File: src/rtl/auth_request_decoder.sv
// Byte-serial USB Type-C Authentication request decoder: assembles the request,
// validates the header and holds one responder enable until it acks, errors or times out.
module auth_request_decoder #(
  parameter int         MSG_BYTES          = 32,
  parameter int         TIMEOUT_CYCLES     = 255,
  parameter logic [7:0] PROTOCOL_VERSION_P = 8'h01
) (
  input  logic                   clk,
  input  logic                   reset,
  input  logic                   rx_valid,
  input  logic [7:0]             rx_data,
  input  logic                   rx_last,
  output logic                   rx_ready,
  output logic [8*MSG_BYTES-1:0] auth_msg_out,
  output logic [7:0]             Param1,
  output logic                   digests_enable,
  output logic                   cert_enable,
  output logic                   challenge_enable,
  input  logic                   Ack_in,
  input  logic                   Error_in,
  output logic                   err_valid,
  output logic [7:0]             err_code,
  output logic                   done,
  output logic [2:0]             o_dbg_state
);
  localparam int MSG_LEN = 8 * MSG_BYTES;
  localparam int CNT_W   = $clog2(MSG_BYTES + 1);
  localparam int TMR_W   = $clog2(TIMEOUT_CYCLES + 1);

  localparam logic [7:0] CMD_DIGESTS   = 8'h81;
  localparam logic [7:0] CMD_CERT      = 8'h82;
  localparam logic [7:0] CMD_CHALLENGE = 8'h83;
  localparam logic [7:0] ERR_INVALID   = 8'h01;
  localparam logic [7:0] ERR_PROTOCOL  = 8'h02;
  localparam logic [7:0] ERR_UNSPEC    = 8'h04;

  typedef enum logic [2:0] {
    S_IDLE     = 3'd0,
    S_RECV     = 3'd1,
    S_DECODE   = 3'd2,
    S_DISPATCH = 3'd3,
    S_ERROR    = 3'd4
  } state_t;

  typedef enum logic [1:0] {
    SEL_NONE      = 2'd0,
    SEL_DIGESTS   = 2'd1,
    SEL_CERT      = 2'd2,
    SEL_CHALLENGE = 2'd3
  } sel_t;

  state_t             r_state, w_next_state;
  sel_t               r_sel, w_next_sel;
  logic [MSG_LEN-1:0] r_msg;
  logic [CNT_W-1:0]   r_count;
  logic               r_overflow;
  logic [TMR_W-1:0]   r_timer;
  logic               r_rx_ready;
  logic               r_dig_en, r_cert_en, r_chal_en;
  logic               r_err_valid, r_done;
  logic [7:0]         r_err_code;
  logic [7:0]         w_next_code;
  logic               w_next_done;
  logic               w_accept;
  logic [7:0]         w_version, w_command;

  assign w_accept  = rx_valid && r_rx_ready;
  assign w_version = r_msg[7:0];
  assign w_command = r_msg[15:8];

  // Valid/ready: a byte moves only in a cycle where rx_valid and rx_ready are both high;
  // rx_ready is registered and low outside IDLE/RECV, so upstream simply stalls.
  always_comb begin
    w_next_state = r_state;
    w_next_sel   = r_sel;
    w_next_code  = 8'h00;
    w_next_done  = 1'b0;
    case (r_state)
      S_IDLE: begin
        if (w_accept) w_next_state = rx_last ? S_DECODE : S_RECV;
      end
      S_RECV: begin
        if (w_accept && rx_last) w_next_state = S_DECODE;
      end
      S_DECODE: begin
        w_next_state = S_ERROR;
        w_next_sel   = SEL_NONE;
        w_next_code  = ERR_INVALID;
        if (r_overflow || (r_count < CNT_W'(4))) begin
          w_next_code = ERR_INVALID;
        end else if (w_version != PROTOCOL_VERSION_P) begin
          w_next_code = ERR_PROTOCOL;
        end else if (w_command == CMD_DIGESTS) begin
          w_next_state = S_DISPATCH;
          w_next_sel   = SEL_DIGESTS;
          w_next_code  = 8'h00;
        end else if (w_command == CMD_CERT) begin
          w_next_state = S_DISPATCH;
          w_next_sel   = SEL_CERT;
          w_next_code  = 8'h00;
        end else if ((w_command == CMD_CHALLENGE) && (r_count == CNT_W'(MSG_BYTES))) begin
          w_next_state = S_DISPATCH;
          w_next_sel   = SEL_CHALLENGE;
          w_next_code  = 8'h00;
        end
      end
      S_DISPATCH: begin
        // Error outranks a simultaneous ack; an ack in the last timer cycle still wins.
        if (Error_in) begin
          w_next_state = S_ERROR;
          w_next_code  = ERR_INVALID;
        end else if (Ack_in) begin
          w_next_state = S_IDLE;
          w_next_done  = 1'b1;
        end else if (r_timer == TMR_W'(TIMEOUT_CYCLES - 1)) begin
          w_next_state = S_ERROR;
          w_next_code  = ERR_UNSPEC;
        end
      end
      S_ERROR: begin
        w_next_state = S_IDLE;
      end
      default: begin
        w_next_state = S_IDLE;
      end
    endcase
  end

  always_ff @(posedge clk) begin
    if (reset) begin
      r_state     <= S_IDLE;
      r_sel       <= SEL_NONE;
      r_msg       <= '0;
      r_count     <= '0;
      r_overflow  <= 1'b0;
      r_timer     <= '0;
      r_rx_ready  <= 1'b0;
      r_dig_en    <= 1'b0;
      r_cert_en   <= 1'b0;
      r_chal_en   <= 1'b0;
      r_err_valid <= 1'b0;
      r_err_code  <= 8'h00;
      r_done      <= 1'b0;
    end else begin
      r_state     <= w_next_state;
      r_sel       <= w_next_sel;
      r_rx_ready  <= (w_next_state == S_IDLE) || (w_next_state == S_RECV);
      r_dig_en    <= (w_next_state == S_DISPATCH) && (w_next_sel == SEL_DIGESTS);
      r_cert_en   <= (w_next_state == S_DISPATCH) && (w_next_sel == SEL_CERT);
      r_chal_en   <= (w_next_state == S_DISPATCH) && (w_next_sel == SEL_CHALLENGE);
      r_err_valid <= (w_next_state == S_ERROR);
      r_err_code  <= w_next_code;
      r_done      <= w_next_done;

      if ((w_next_state == S_DISPATCH) && (r_state != S_DISPATCH)) begin
        r_timer <= '0;
      end else if (r_state == S_DISPATCH) begin
        r_timer <= r_timer + 1'b1;
      end

      // Bytes past MSG_BYTES are dropped but still consumed until rx_last.
      if (w_accept) begin
        if (r_state == S_IDLE) begin
          r_msg      <= {{(MSG_LEN - 8){1'b0}}, rx_data};
          r_count    <= CNT_W'(1);
          r_overflow <= 1'b0;
        end else if (r_count == CNT_W'(MSG_BYTES)) begin
          r_overflow <= 1'b1;
        end else begin
          for (int i = 0; i < MSG_BYTES; i++) begin
            if (r_count == CNT_W'(i)) r_msg[8*i +: 8] <= rx_data;
          end
          r_count <= r_count + 1'b1;
        end
      end
    end
  end

  assign rx_ready         = r_rx_ready;
  assign auth_msg_out     = r_msg;
  assign Param1           = r_msg[23:16];
  assign digests_enable   = r_dig_en;
  assign cert_enable      = r_cert_en;
  assign challenge_enable = r_chal_en;
  assign err_valid        = r_err_valid;
  assign err_code         = r_err_code;
  assign done             = r_done;
  assign o_dbg_state      = r_state;

endmodule

File: config.mk
export PLATFORM = sky130hd
export DESIGN_NAME = auth_request_decoder
export DESIGN_NICKNAME = d
export VERILOG_FILES = /design/src/rtl/auth_request_decoder.sv
export SDC_FILE = /design/constraint.sdc
export NUM_CORES = 1
export LEC_CHECK = 0
export ABC_CLOCK_PERIOD_IN_PS = 2600
export BUFFER_PORTS_ARGS = -buffer_cell sky130_fd_sc_hd__buf_2
export CAP_MARGIN = 20
export CELL_PAD_IN_SITES_DETAIL_PLACEMENT = 1
export CELL_PAD_IN_SITES_GLOBAL_PLACEMENT = 2
export CORE_ASPECT_RATIO = 0.6
export CORE_UTILIZATION = 32
export CTS_BUF_LIST = sky130_fd_sc_hd__clkbuf_8
export DETAILED_ROUTE_END_ITERATION = 8
export PLACE_DENSITY_LB_ADDON = 0.08
export SYNTH_ARGS = -nofsm -noshare
export SYNTH_HDL_FRONTEND = slang
export SYNTH_SLANG_ARGS = --single-unit
File: constraint.sdc
create_clock -name clk -period 2.6 [get_ports clk]
set_clock_uncertainty 0.05 [all_clocks]
set_input_delay 0.26 -clock clk [delete_from_list [all_inputs] [get_ports clk]]
set_output_delay 0.26 -clock clk [all_outputs]
set_load 0.02 [all_outputs]
Word level (Yosys, flattened, before mapping)
Index checks and enable logic that the tools add are counted.
{"block": "op_classes", "addsub": 2, "n_lt_le_gt_ge": 1, "eq_ne": 48, "n_mux": 66, "n_bitwise": 1, "n_reduce_logical": 81}
{"cell": "two-way mux 256 bit", "n": 2}
{"cell": "two-way mux 8 bit", "n": 32}
{"cell": "== test 6 x 5 -> 1 bit, second input constant", "n": 16}
{"cell": "AND reduction 3 bit", "n": 32}
{"cell": "nonzero test 2 bit", "n": 33}
{"cell": "== test 6 x 4 -> 1 bit, second input constant", "n": 8}
{"cell": "two-way mux 3 bit", "n": 13}
{"cell": "== test 8 bit, second input constant", "n": 4}
{"cell": "== test 6 x 3 -> 1 bit, second input constant", "n": 4}
{"cell": "two-way mux 2 bit", "n": 9}
{"cell": "== test 6 x 2 -> 1 bit, second input constant", "n": 2}
{"cell": "two-way mux 6 bit", "n": 2}
{"cell": "one-hot mux 3 bit (4 select lines)", "n": 1}
{"cell": "== test 3 x 2 -> 1 bit, second input constant", "n": 3}
{"cell": "adder 8 x 1 -> 8 bit, second input constant", "n": 1}
{"cell": "inequality test 8 x 1 -> 1 bit, second input constant", "n": 1}
{"cell": "logical AND 1 bit", "n": 7}
{"cell": "adder 6 x 1 -> 6 bit, second input constant", "n": 1}
{"cell": "== test 3 x 1 -> 1 bit, second input constant", "n": 2}
{"cell": "== test 6 x 1 -> 1 bit, second input constant", "n": 1}
{"cell": "== test 6 bit, second input constant", "n": 1}
{"cell": "zero test 3 bit", "n": 2}
{"cell": "zero test 6 bit", "n": 1}
{"cell": "< comparator 6 x 3 -> 1 bit, second input constant", "n": 1}
{"cell": "other kinds (12)", "n": 20}
{"block": "word_totals", "regBits": 290, "input_bits": 14, "wordCells": 243}

Logic depth before layout (Yosys ltp)
Gate-level depths: netlist of the first run.
{"block": "logic_depth", "depth_word": 11, "mapped_depth": 9}

Least setup slack after synthesis of the first run
OpenSTA, ideal clock, no wires.
{"block": "synth_path", "kind": "register to register", "start": "register r_count[0]", "end": "register r_msg[248], in the netlist auth_msg_out[248]", "setup_time_ns": 0.128, "arrival_time_ns": 1.750, "required_time_ns": 2.422, "slack_ns": 0.673, "path_stages_with_launch": 9, "n_path_buf": 3, "cell_sequence": "dfxtp_1 ha_1 buf_2 nand3_1 or4_1 clkbuf_1 buf_2 a31oi_1 nor2_1"}
{"block": "synth_via", "elab_chain_cells": 3, "word_cells_on_any_way": 5, "cone_classes": "eq/ne: 3; reduce/logical: 2"}
{"element": "from (decl)", "line": "55", "text": "logic [CNT_W-1:0] r_count;"}
{"element": "from (signal assigned)", "line": "173", "text": "r_count <= r_count + 1'b1;"}
{"element": "== test 6 bit or == test 6 x 5 -> 1 bit (tied branches)", "line": "167, 171"}
{"element": "inequality test 2 x 1 -> 1 bit (no source line) or nonzero test 2 bit (tied branches)"}
{"element": "AND reduction 3 bit (no source line) *"}
{"element": "to (signal assigned)", "line": "164", "text": "r_msg <= {{(MSG_LEN - 8){1'b0}}, rx_data};"}
{"element": "to (signal, indexed assignment)", "line": "171", "text": "if (r_count == CNT_W'(i)) r_msg[8*i +: 8] <= rx_data;"}
{"element": "to (decl)", "line": "54", "text": "logic [MSG_LEN-1:0] r_msg;"}
Mark *: on every way between the ends. The rest lies on a longest branch, timed or not.
A chain may end at the register's enable or synchronous reset.

Worst setup path in the final report of the first run
{"block": "layout_path", "start": "register r_count[3]", "end": "register r_msg[71], in the netlist auth_msg_out[71]"}
{"block": "layout_via", "elab_chain_cells": 3, "word_cells_on_any_way": 5, "cone_classes": "eq/ne: 3; reduce/logical: 2"}
{"element": "== test 6 bit or == test 6 x 4 -> 1 bit (tied branches)", "line": "167, 171"}
{"element": "inequality test 2 x 1 -> 1 bit (no source line) or nonzero test 2 bit (tied branches)"}
{"element": "AND reduction 3 bit (no source line) *"}
Marked as above.

==> results of run 1 <==
flip-flops by register name (all words and copies together), names as in the netlist:
register,count
r_overflow,1
rx_ready,1
done,1
err_valid,1
r_timer,8
auth_msg_out,256
r_sel,2
err_code,3
digests_enable,1
cert_enable,1
challenge_enable,1
r_count,6
o_dbg_state,3
cells in the final DEF, fill, tap and decap left out, types with 2 or more instances in the layout:
cell type,instances
a21oi_4,12
nand3b_1,2
nor2b_1,3
and2_0,2
ha_1,6
buf_2,288
xnor2_1,5
a21oi_1,16
buf_4,24
or4_1,2
nor2_1,438
nand4_1,6
and2_1,10
a31oi_1,167
xor2_1,6
nor4_1,6
clkbuf_8,58
dfxtp_1,285
inv_1,23
clkinv_2,5
nor3_1,9
a32o_1,2
and4_1,2
nor4b_1,2
buf_12,6
and3_1,5
dlygate4sd3_1,12
conb_1,5
nand2_1,24
nand3_1,18
mux2i_1,88
report_power, final:
part | internal, mW | leakage (nW) | switching (mW)
Clock | 2.07 | 0.524 | 1.83
Sequential | 4.41 | 2.30 | 0.0317
Combinational | 0.208 | 3.69 | 0.527
cell type report:
type,count,share of cell area [%]
Tap cell,459,4.135
Clock buffer,57,5.648
Inverter,8,0.2162
Sequential cell,285,41.08
Timing Repair Buffer,331,13.50
Multi-Input combinational cell,858,34.56
Clock inverter,22,0.8558
through the flow:
| stage | setup WS (ns) | util (%) | cells | power, mW | hold WS (ns) |
|---|---|---|---|---|---|
| global route | 0.06849 | 40.82 | 2020 | 9.477 | 0.1300 |
| detailed placement | 0.3279 | 37.81 | 1929 | 5.266 | 0.4316 |
| CTS | 0.2992 | 40.82 | 2020 | 9.224 | 0.08744 |
| global placement | 0.3155 | 37.81 | 1929 | 5.262 | 0.4195 |
| floorplan | 0.6729 | - | 1277 | 5.009 | 0.2887 |
| finish | 0.2895 | 40.82 | 2020 | 9.072 | 0.1143 |
repair_timing:
item / in CTS / in global routing
hold endpoints to repair: 13 / 0
endpoints found under the setup margin: 0 / 0
hold buffers: 12 / 0
setup buffers: 0 / 0
gates resized for setup: 0 / 0
how the worst max path moves through the flow:
stage                              endpoint  depth (start not counted)            start  slack, ns
final                      auth_msg_out[71]                          4       r_count[3]       0.29
after CTS                  challenge_enable                          6  auth_msg_out[4]       0.30
after global placement     challenge_enable                          6  auth_msg_out[3]       0.32
after global routing      auth_msg_out[149]                          5       r_count[4]       0.07
after floorplan           auth_msg_out[248]                          8       r_count[0]       0.67
after detailed placement   auth_msg_out[54]                          5       r_count[2]       0.33
per-layer routing:
| metal | track usage [%] | vias up |
|---|---|---|
| met1 | 31.07 | 4815 |
| met4 | 3.836 | 0 |
| met5 | 0 | - |
| met2 | 32.79 | 192 |
| met3 | 5.700 | 37 |
| li1 | - | 4808 |
cells by family after synthesis:
kind of cell    count (synthesis)
simple gates                  543
flops                         285
compound gates                205
buf+inv                       134
mux                            88
xor+xnor                       11
fa+ha+maj                       6
other cells                     1
==> flow_summary_export.csv, run 1 <==
group,metric,value,unit
outcome,outcome,"finished clean",
layout,layout-drive-gt1-share,26.14,%
yosys,yosys_most_used_dff,"dfxtp_1",
sta,clock.fmax,432.8,MHz
critical_path,r2r-start,"r_count[3]",
critical_path,critPathCaptureType,"flip-flop",
detailed_routing,first_pass_iters,4,
detailed_routing,wire_per_inst,19.70,um
yosys,synthXorXnorAreaFrac,0.8626,%
yosys,synth_simple_gate_area_share,20.62,%
global_route,grt_pass1_vias,9718,
yosys,avgSynthCellArea,8.774,um^2
yosys,yosysWarnings,0,
detailed_routing,wl_met3,2478,um
sta,hold_viol,0,
clock_tree,cts_buffers,46,
detailed_routing,via_count,9852,
detailed_routing,wl_met2,17330,um
yosys,async_flop_share,0,%
global_route,track_usage,21.67,%
placement,detailed_place_hpwl,26600,um
critical_path,regToRegSetupSlack,0.29,ns
critical_path,critical-path-slowest-cell,"dfxtp_1",
die,die_area,35680,um^2
clock_tree,clock_path_buffers,3,
clock_tree,worstSkewPairLatency,0.57,ns
critical_path,arrival,2.68,ns
clock_tree,clock-sinks,285,
hold_path,whs_path_depth,2,
critical_path,rr_endpoint,"auth_msg_out[71]",
layout,nFillCells,4080,
die,floorplan.initialDensity,32.82,%
global_route,grt_pass1_wl,60370,um
detailed_routing,via_per_inst,4.877,
clock_tree,cts_tree,"done",
sta,setup_viol,0,
critical_path,start_kind,"flip-flop",
yosys,yosysMostFrequentCell,"nor2_1",
yosys,synthTopCellsByArea,"dfxtp_1 51%, nor2_1 15%, a31oi_1 9.4%, mux2i_1 7.9%, clkbuf_1 2.5%",
yosys,synth_compound_area_share,12.70,%
yosys,yosysTopAreaCellShare,51.08,%
sta,max-slew-margin-rel,50.05,%
yosys,synthCells,1273,
critical_path,max_stage_delay,0.62,ns
sta,tightest_slew,0.7492,ns
critical_path,crit_buf_inv,0,
detailed_routing,wl_met1,19540,um
power_and_ir_drop,peakVddDrop,290.5,uV
detailed_routing,highest_layer,"met4",
sta,post-route-period-util,88.87,%
power_and_ir_drop,leakagePower,6.511,nW
critical_path,worstPathRequired,2.97,ns
yosys,synth_top_family_by_area,"simple AND/OR/NAND/NOR gates",
global_route,antenna_found_initial,0,
global_route,grt_max_degree,132,
sta,maxSlewViolCount,0,
critical_path,critPathTopFamily,"simple AND/OR/NAND/NOR gates",
clock_tree,root_buffer,"clkbuf_8",
yosys,synthAdderAreaFrac,0.6721,%
layout,seq_area,5705,um^2
yosys,synth_top_area_cell,"dfxtp_1",
hold_path,holdCritStartpoint,"reset",
die,coreArea,34030,um^2
placement,gp_congestion,0.7792,
detailed_routing,ant_nets,0,
clock_tree,h-tree-depth,2,
sta,fin_crit,2.310,ns
placement,port_buffers,289,
power_and_ir_drop,p_per_area,653.1,nW/um^2
layout,syn_to_final_growth,24.35,%
die,die-width,243.2,um
critical_path,worstRegToRegCells,4,
sta,fin_tns_setup,0,ns
layout,multiInputGateArea,4801,um^2
yosys,synth_mux_area_share,7.886,%
yosys,synth_area,11170,um^2
hold_path,hold_end,"auth_msg_out[83]",
critical_path,critical_path.cell_chain,"nor2b_2 -> nand3_1 -> a31oi_1 -> nor2_1",
yosys,ys_seq_area_share,51.08,%
yosys,ys_ff_latch,285,
global_route,gr-total-overflow,0,
hold_path,min_path_type,"input pin to flip-flop",
yosys,synth_common_cells,"438 x nor2_1, 285 x dfxtp_1, 167 x a31oi_1",
critical_path,critical_path_class,"flip-flop to flip-flop",
sta,rsz0062_at_grt,"no",
die,io_pins,295,
layout,nets,1550,
layout,finalInstanceArea,13890,um^2
yosys,synth-edff-count,0,
die,die_h,146.7,um
detailed_routing,routed_wl,39790,um
flow_run,drv_cap,0,
critical_path,path_max_fanout,16,
clock_tree,clk_pin_slew_worst_paths,0.07,ns
yosys,synth.distinct_cells,52,
layout,diodes,0,
detailed_routing,drt-initial-drc-count,462,
detailed_routing,drc_errors,0,
placement,placed_area,12870,um^2
die,row_count,52,
Power figures use the tool's default switching activity.
==> inputs of run 2 (changes only) <==
--- a/config.mk
+++ b/config.mk
@@ -5,13 +5,14 @@
 export SDC_FILE = /design/constraint.sdc
 export NUM_CORES = 1
 export LEC_CHECK = 0
+export ABC_AREA = 1
 export ABC_CLOCK_PERIOD_IN_PS = 2600
 export BUFFER_PORTS_ARGS = -buffer_cell sky130_fd_sc_hd__buf_2
 export CAP_MARGIN = 20
 export CELL_PAD_IN_SITES_DETAIL_PLACEMENT = 1
 export CELL_PAD_IN_SITES_GLOBAL_PLACEMENT = 2
 export CORE_ASPECT_RATIO = 0.6
-export CORE_UTILIZATION = 32
+export CORE_UTILIZATION = 30
 export CTS_BUF_LIST = sky130_fd_sc_hd__clkbuf_8
 export DETAILED_ROUTE_END_ITERATION = 8
 export PLACE_DENSITY_LB_ADDON = 0.08
==> flow_summary_export.csv, run 2 <==
group,metric,value,unit
detailed_routing,drt-initial-drc-count,575,
sta,fin_crit,2.255,ns
die,io_pins,295,
clock_tree,h-tree-depth,2,
clock_tree,cts_buffers,45,
global_route,grt_use_met1,32.92,%
yosys,avgSynthCellArea,7.898,um^2
global_route,busiest_layer,"met2",
sta,tightest_slew,0.9044,ns
die,row_count,52,
yosys,synth-edff-count,0,
power_and_ir_drop,clkPwrFrac,38.8,%
layout,largest_reg_flops,256,
power_and_ir_drop,switching_share,29.39,%
placement,placed_area,12510,um^2
critical_path,path_max_fanout,18,
global_route,gr-total-overflow,0,
layout,final_cells,2139,
clock_tree,clk_pin_slew_worst_paths,0.06,ns
global_route,grt_use_met2,33.33,%
yosys,ys_ff_latch,285,
power_and_ir_drop,peakVddDrop,301.9,uV
yosys,synthTopCellsByArea,"dfxtp_1 54%, nand2_1 13%, a21oi_1 12%, o21ai_0 4.7%, nor2_1 2.3%",
clock_tree,root_buffer,"clkbuf_8",
yosys,synthCells,1344,
sta,fin_tns_setup,0,ns
detailed_routing,via_count,10237,
yosys,synth_simple_gate_area_share,20.03,%
layout,multiInputGateArea,4243,um^2
layout,nFillCells,4226,
layout,final_cell_mix,"367 x nand2_1, 288 x buf_2, 285 x dfxtp_1",
placement,port_buffers,289,
flow_run,drv_cap,0,
yosys,synthXorXnorAreaFrac,0.4125,%
clock_tree,worstSkewPairLatency,0.58,ns
placement,placed_cells_incl_taps,2049,
global_route,grt_pass1_vias,10244,
detailed_routing,wire_per_inst,19.13,um
detailed_routing,first_pass_iters,4,
yosys,yosysWarnings,0,
power_and_ir_drop,leakagePower,5.966,nW
critical_path,worstPathRequired,2.98,ns
critical_path,critPathCaptureType,"flip-flop",
layout,layout-drive-gt1-share,25.43,%
clock_tree,clock-sinks,285,
die,floorplan.initialDensity,30.96,%
critical_path,arrival,2.64,ns
yosys,yosysMostFrequentCell,"nand2_1",
die,coreArea,34290,um^2
die,die-width,244.8,um
sta,clock.fmax,443.4,MHz
sta,maxSlewViolCount,0,
yosys,synth_common_cells,"367 x nand2_1, 285 x dfxtp_1, 263 x a21oi_1",
placement,detailed_place_hpwl,28050,um
yosys,yosys_most_used_dff,"dfxtp_1",
die,die_h,147.7,um
power_and_ir_drop,internal_power,6.583,mW
yosys,synth_top_family_by_area,"simple AND/OR/NAND/NOR gates",
yosys,synth_mux_area_share,0,%
layout,finalInstanceArea,13430,um^2
layout,seq_area,5705,um^2
clock_tree,cts_tree,"done",
clock_tree,clock_path_buffers,3,
yosys,async_flop_share,0,%
layout,nets,1668,
hold_path,min_path_type,"input pin to flip-flop",
detailed_routing,ant_nets,0,
yosys,synth_top_area_cell,"dfxtp_1",
sta,setup_viol,0,
yosys,ys_seq_area_share,53.75,%
layout,final_common_cell,"nand2_1",
sta,hold_viol,0,
global_route,grt_pass1_wl,62240,um
sta,post-route-period-util,86.74,%
yosys,synth_compound_area_share,18.65,%
power_and_ir_drop,p_comb_share,11.7,%
detailed_routing,routed_wl,40920,um
yosys,synth_area,10620,um^2
global_route,antenna_found_initial,0,
critical_path,critical_path_class,"flip-flop to flip-flop",
die,die_area,36160,um^2
sta,rsz0062_at_grt,"no",
global_route,track_usage,22.40,%
critical_path,start_kind,"flip-flop",
outcome,outcome,"finished clean",
detailed_routing,drc_errors,0,
detailed_routing,via_per_inst,4.786,
yosys,synthAdderAreaFrac,0.7072,%
placement,gp_congestion,0.8341,
power_and_ir_drop,p_per_area,693.9,nW/um^2
yosys,yosysTopAreaCellShare,53.75,%
sta,max-slew-margin-rel,39.33,%
global_route,grt_max_degree,153,
global_route,globalRouteMet3Util,4.394,%
power_and_ir_drop,p_seq_share,49.5,%
layout,syn_to_final_growth,26.56,%
power_and_ir_drop,p_switching,2.740,mW
yosys,synth.distinct_cells,33,
-- run 2: per-stage QoR --
stage / hold slack (ns) / power [mW] / utilization, % / worst slack [ns]
after floorplan: 0.2890 / 5.373 / - / 0.8739
after global placement: 0.3962 / 5.784 / 36.48 / 0.4275
after detailed placement: 0.4005 / 5.796 / 36.48 / 0.3414
after CTS: 0.09991 / 9.467 / 39.17 / 0.3398
after global routing: 0.1714 / 9.782 / 39.17 / 0.1544
final: 0.1536 / 9.323 / 39.18 / 0.3447
-- run 2: worst paths after layout --
path	start	to	slack, ns	cells after the start
setup / recovery	o_dbg_state[2]	auth_msg_out[249]	0.34	6
setup reg to reg	o_dbg_state[2]	auth_msg_out[249]	0.34	6
hold reg to reg	auth_msg_out[148]	auth_msg_out[148]	0.41	2
hold / removal	rx_last	o_dbg_state[1]	0.15	7
-- run 2: cells by family (layout without fill, tap and decap cells) --
logic type,Yosys count,in the layout
AOI/OAI and AO/OA,390,390
xor gates and xnor gates,5,5
adders and majority gates,6,6
buffers and inverters,149,480
DFF,285,285
other,1,6
and+or+nand+nor,508,508
-- run 2: power groups by stage --
stage / registers, mW / logic (mW) / clock network, mW
after floorplan: 4.87 / 0.499 / 0
after global placement: 4.71 / 1.08 / 0
after detailed placement: 4.71 / 1.09 / 0
after CTS: 4.61 / 1.10 / 3.75
after global routing: 4.63 / 1.19 / 3.96
final: 4.61 / 1.09 / 3.62
-- run 2: final cells by class --
| class | instances | area share, % |
|---|---|---|
| Sequential cell | 285 | 42.47 |
| Clock buffer | 51 | 5.225 |
| Antenna cell | 1 | 0.01863 |
| Clock inverter | 27 | 0.8289 |
| Tap cell | 459 | 4.275 |
| Multi-Input combinational cell | 914 | 31.58 |
| Inverter | 71 | 1.984 |
| Timing Repair Buffer | 331 | 13.62 |
-- run 2: per-layer routing --
layer	vias to the layer above	share of wire [%]
met4	0	1.9
met2	221	43
met5	-	0
met1	4947	50
li1	5006	-
met3	63	4.8
-- run 2: timing repair --
item,in CTS,in global routing
endpoints found under the hold margin,11,0
gates resized for setup,0,0
buffers inserted,0,0
hold buffers,11,0
setup endpoints to repair,0,0
-- run 2: critical path: stages (launching register included) --
cell and delay [ns]:
dfxtp_1 0.39, nor2_4 0.16, nand2_4 0.21, nand2_1 0.15, clkinv_1 0.71, nand3_1 0.33, a21oi_1 0.09
